$ cat config.mk
export PLATFORM = sky130hd
export DESIGN_NAME = shift_register
export DESIGN_NICKNAME = d
export VERILOG_FILES = /design/src/rtl/shift_register.sv
export SDC_FILE = /design/constraint.sdc
export NUM_CORES = 1
export LEC_CHECK = 0
export ABC_AREA = 1
export BUFFER_PORTS_ARGS = -buffer_cell sky130_fd_sc_hd__buf_4
export CORE_AREA = 3 3 43 45
export CTS_CLUSTER_SIZE = 24
export DETAILED_ROUTE_END_ITERATION = 10
export DIE_AREA = 0 0 46 48
export GPL_ROUTABILITY_DRIVEN = 1
export PLACE_DENSITY = 0.63
export SYNTH_ARGS = -nofsm -noshare
export SYNTH_HDL_FRONTEND = slang
export SYNTH_SLANG_ARGS = --single-unit
$ cat constraint.sdc
create_clock -name clk -period 1.2 [get_ports clk]
set_clock_uncertainty 0.2 [all_clocks]
set_input_delay 0.06 -clock clk [delete_from_list [all_inputs] [get_ports clk]]
set_output_delay 0.06 -clock clk [all_outputs]
set_load 0.005 [all_outputs]
$ cat src/rtl/shift_register.sv
// ---------------------------------------------------------------------------
// shift_register
//
// LED "fill then empty" chaser. Ones are shifted into the pattern from one
// side until every LED is lit. Zeros are then shifted in from the same side
// until every LED is dark, and the cycle repeats every 2*WIDTH steps.
// A step happens once every STEP_DIV clock cycles.
//
// Parameters:
//   WIDTH    - number of LEDs (>= 2)
//   STEP_DIV - clock cycles per pattern step (>= 1)
//
// Ports:
//   clk   - clock, all state changes on its rising edge
//   reset - synchronous, active-high reset; overrides every other input
//   lr    - direction: 1 = fill from the MSB side, 0 = fill from the LSB side
//   q     - LED pattern (bit WIDTH-1 is the leftmost LED), straight from a flop
// ---------------------------------------------------------------------------
module shift_register #(
  parameter int WIDTH    = 8,
  parameter int STEP_DIV = 1
) (
  input  logic             clk,
  input  logic             reset,
  input  logic             lr,
  output logic [WIDTH-1:0] q
);

  // The prescaler needs at least one bit, even when STEP_DIV is 1.
  localparam int PW = (STEP_DIV > 1) ? $clog2(STEP_DIV) : 1;
  localparam logic [PW-1:0] PMAX = PW'(STEP_DIV - 1);

  typedef enum logic {
    FILL  = 1'b0,
    EMPTY = 1'b1
  } phase_t;

  phase_t          phase;
  phase_t          phase_nxt;
  logic            dir_q;
  logic            dir_nxt;
  logic [PW-1:0]   presc;
  logic [PW-1:0]   presc_nxt;
  logic [WIDTH-1:0] q_nxt;
  logic            tick;

  // Shift one bit into the pattern. dir=1 enters at the MSB and moves the
  // pattern right; dir=0 enters at the LSB and moves the pattern left.
  function automatic logic [WIDTH-1:0] shift_in(input logic [WIDTH-1:0] v,
                                                input logic             dir,
                                                input logic             b);
    if (dir) shift_in = {b, v[WIDTH-1:1]};
    else     shift_in = {v[WIDTH-2:0], b};
  endfunction

  assign tick = (presc == PMAX);

  // Next-state logic. A change on lr wins over a step tick that lands on the
  // same edge: the display is cleared and the prescaler restarts, so the first
  // 1 in the new direction appears a full step period later. If lr is steady,
  // the prescaler runs and the pattern only moves on a tick. The phase flips
  // when the pattern is full (FILL) or empty (EMPTY). The bit shifted in on
  // that same tick already belongs to the new phase.
  always_comb begin
    q_nxt     = q;
    phase_nxt = phase;
    dir_nxt   = dir_q;
    presc_nxt = presc;
    if (lr != dir_q) begin
      dir_nxt   = lr;
      q_nxt     = '0;
      phase_nxt = FILL;
      presc_nxt = '0;
    end else begin
      presc_nxt = tick ? '0 : presc + 1'b1;
      if (tick) begin
        case (phase)
          FILL: begin
            if (q == '1) begin
              phase_nxt = EMPTY;
              q_nxt     = shift_in(q, dir_q, 1'b0);
            end else begin
              q_nxt     = shift_in(q, dir_q, 1'b1);
            end
          end
          EMPTY: begin
            if (q == '0) begin
              phase_nxt = FILL;
              q_nxt     = shift_in(q, dir_q, 1'b1);
            end else begin
              q_nxt     = shift_in(q, dir_q, 1'b0);
            end
          end
          default: begin
            phase_nxt = FILL;
            q_nxt     = '0;
          end
        endcase
      end
    end
  end

  // State registers. Reset always returns to the left-to-right direction, so
  // that lr is ignored while reset is high (even if lr is X). If lr is 0 when
  // reset is released, the next edge goes through the normal restart.
  always_ff @(posedge clk) begin
    if (reset) begin
      q     <= '0;
      phase <= FILL;
      dir_q <= 1'b1;
      presc <= '0;
    end else begin
      q     <= q_nxt;
      phase <= phase_nxt;
      dir_q <= dir_nxt;
      presc <= presc_nxt;
    end
  end

endmodule

==> run summary <==
Syn Nets - 79
Worst-path clk slew - 70 ps
Required time worst endpoint - 1150 ps
Gr usage total - 12.2%
Outcome - completed
Tcrit/Tclk final - 98.6%
Hold Vio Cnt, Final - 0
Largest family of logic cells by synthesized area - simple AND/OR/NAND/NOR gates
R2R Path End - q[1]
Mapped Area - 596 sq um
Clk root buf - clkbuf_4
Area growth, synth to finish - 49.6%
Die H - 48 um
Pwr dens - 942 mW/mm^2
Most common cell after layout, fill and taps aside - buf_4
Post-Synthesis Cells - 76
Drt wl/cell - 10.8 um
Synth Warn # - 0
Area occupied by multi-input gates - 348 sq um
Chip Width - 46 um
CP endpoint - q[1]
Share of cells above drive strength 1 - 54.7%
Post-route minimum period - 1180 ps
Worst Setup SP - dir_q
Nets@finish - 110
Clk buf depth - 2
Clk Latency, worst-skew pair - 260 ps
Worst path cell trace - clkinv_8, nor2_4, nor2_4, nand2_4, inv_6, o211a_1
Total length of routed wires - 1320 um
Port Buffers - 10
RePlAce Congestion - 0.733
Fill count - 142
Post-DP HPWL - 1010 um
Synth cell types - 21
Sink Count - 11
Peak supply drop - 0.671 mV
H-tree levels - 1
DR DRC count - 0
Core box area - 0.00151 sq mm
Setup crit end kind - flip-flop
Crit path kind - flip-flop to flip-flop
Top cell type's share of synthesized area - 37.0%
Overall power - 839 uW
Worst-path fanout max - 6
R2r startpoint - dir_q
R2R depth - 6
TritonCTS buffer count - 3
Critical Path Stages - 6
Fmax - 845 MHz
Min-delay worst type - input pin to flip-flop
Mux cell area share after synthesis - 0%
CTS tree - built
Crit path launch type - flip-flop
Reg-to-reg slack, setup - 20 ps
Area share of fa/ha/maj cells after synthesis - 0%
Sequential cell area - 230 sq um
Initial antenna violation count - 0
RSZ-0062 raised after global routing - yes
Most common cell on crit path - nor2_4
Dominant cell type by area after synthesis - dfxtp_1
Die area - 0.00221 sq mm
Count of buffer and inverter cells on the critical path - 2
Hold Worst Slack - 60.0 ps
Max Cap Viol - 0
Mapped Avg Cell Area - 7.84 sq um
Simple-Gate Fraction of Synth Area - 28.8%
Vias in the first global route - 503
Initial DRT Pass Iterations - 4
Initial Util - 39.5%
Seq/Total Area, Yosys - 37.0%
CP arrival - 1130 ps
Synth Area in Compound Gates - 23.5%
Crit-path leading delay family - flip-flops
Final global-route overflow total - 0
I/O pin cnt - 11
FP Rows - 14
Via Count - 597
Via density - 4.89
Setup violators final - 0
ANT nets after route - 0
Yosys reg bits - 11
Most frequent cells in the layout - 24 x buf_4, 17 x nand2_1, 6 x nand3_1
First-pass GRT wire length - 1980 um
Max-slew violations - 0
Post-synthesis xor/xnor area fraction - 0%
Inserted Diodes - 0
Slowest CP cell - dfxtp_4
LEAKAGE - 0.415 nW
Area contributors post-synth - dfxtp_1 37%, nand2_1 12%, nand3_1 5.0%
Initial DRC count - 7
Largest net degree at the start of global routing - 14
Setup TNS - 0 ps
Critical Path Max Stage Delay - 400 ps
==> cells in the mapped netlist <==
master	number
a21oi_1	5
a21oi_2	3
a221oi_2	1
buf_4	1
buf_6	1
clkinv_8	1
conb_1	1
dfxtp_1	11
inv_1	4
inv_2	1
inv_4	1
nand2_1	19
nand2_4	1
nand3_1	6
nand4_1	1
nor2_1	8
nor2_4	2
o211a_1	3
o211ai_1	1
o21ai_0	2
o21ai_2	3
==> layer usage <==
metal / vias to the layer above / GRT usage, % / part of all wire (%) / routed length [um]
met1: 271 / 15.2 / 45 / 590
met4: 0 / 3.41 / 0.76 / 10
met2: 11 / 21.2 / 51 / 675
met3: 2 / 2.26 / 3.4 / 45
li1: 313 / - / - / -
met5: - / 0 / 0 / 0
==> cell families after synthesis <==
group,after synthesis
AO/OA/AOI/OAI,18
buffers and inverters,9
flip-flops,11
other,1
AND/OR/NAND/NOR,37
==> per-stage QoR <==
| step | std cells | setup WS, ps | area [sq um] | utilization [%] |
|---|---|---|---|---|
| after global placement | 115 | -82.3 | 785 | 52.1 |
| after global routing | 122 | -53.3 | 891 | 59.1 |
| after floorplan | 76 | 15.7 | 596 | - |
| final | 122 | 16.6 | 891 | 59.1 |
| after detailed placement | 115 | -111 | 785 | 52.1 |
| after CTS | 121 | 0.318 | 838 | 55.6 |
==> timing repair <==
item	in CTS	in global routing
gates resized for setup	5	17
hold buffers	2	0
buffers inserted	0	1
endpoints found under the hold margin	4	0
pin swaps	1	6
setup endpoints to repair	9	7
==> how the worst min path moves through the flow <==
stage,from,end,depth (start not counted)
2_1_floorplan,lr,dir_q,2
3_5_place_dp,lr,dir_q,3
4_1_cts,lr,q[3],5
5_1_grt,lr,q[3],5
3_3_place_gp,lr,dir_q,3
6_report,lr,q[3],5
==> worst min-delay path: stages <==
cell,delay [ps]
buf_4,120
nor2_4,110
nor2_4,50
nand2_4,90
a221oi_2,40
==> flip-flops by register name (all words and copies together), names as in the netlist <==
signal,flops
dir_q,1
q,8
presc,1
phase,1
==> final cells by class <==
type,count,area share [%]
repair buffers,28,25.0
flip-flops and latches,11,25.8
multi-input cells,56,39.0
clock buffers,4,2.95
inverters,7,4.92
well taps,16,2.25
==> power breakdown <==
group | switching (mW) | internal, mW | total [mW]
Clock | 0.117 | 0.128 | 0.245
Sequential | 0.0177 | 0.381 | 0.399
Combinational | 0.0946 | 0.100 | 0.195
Power figures use the tool's default switching activity.
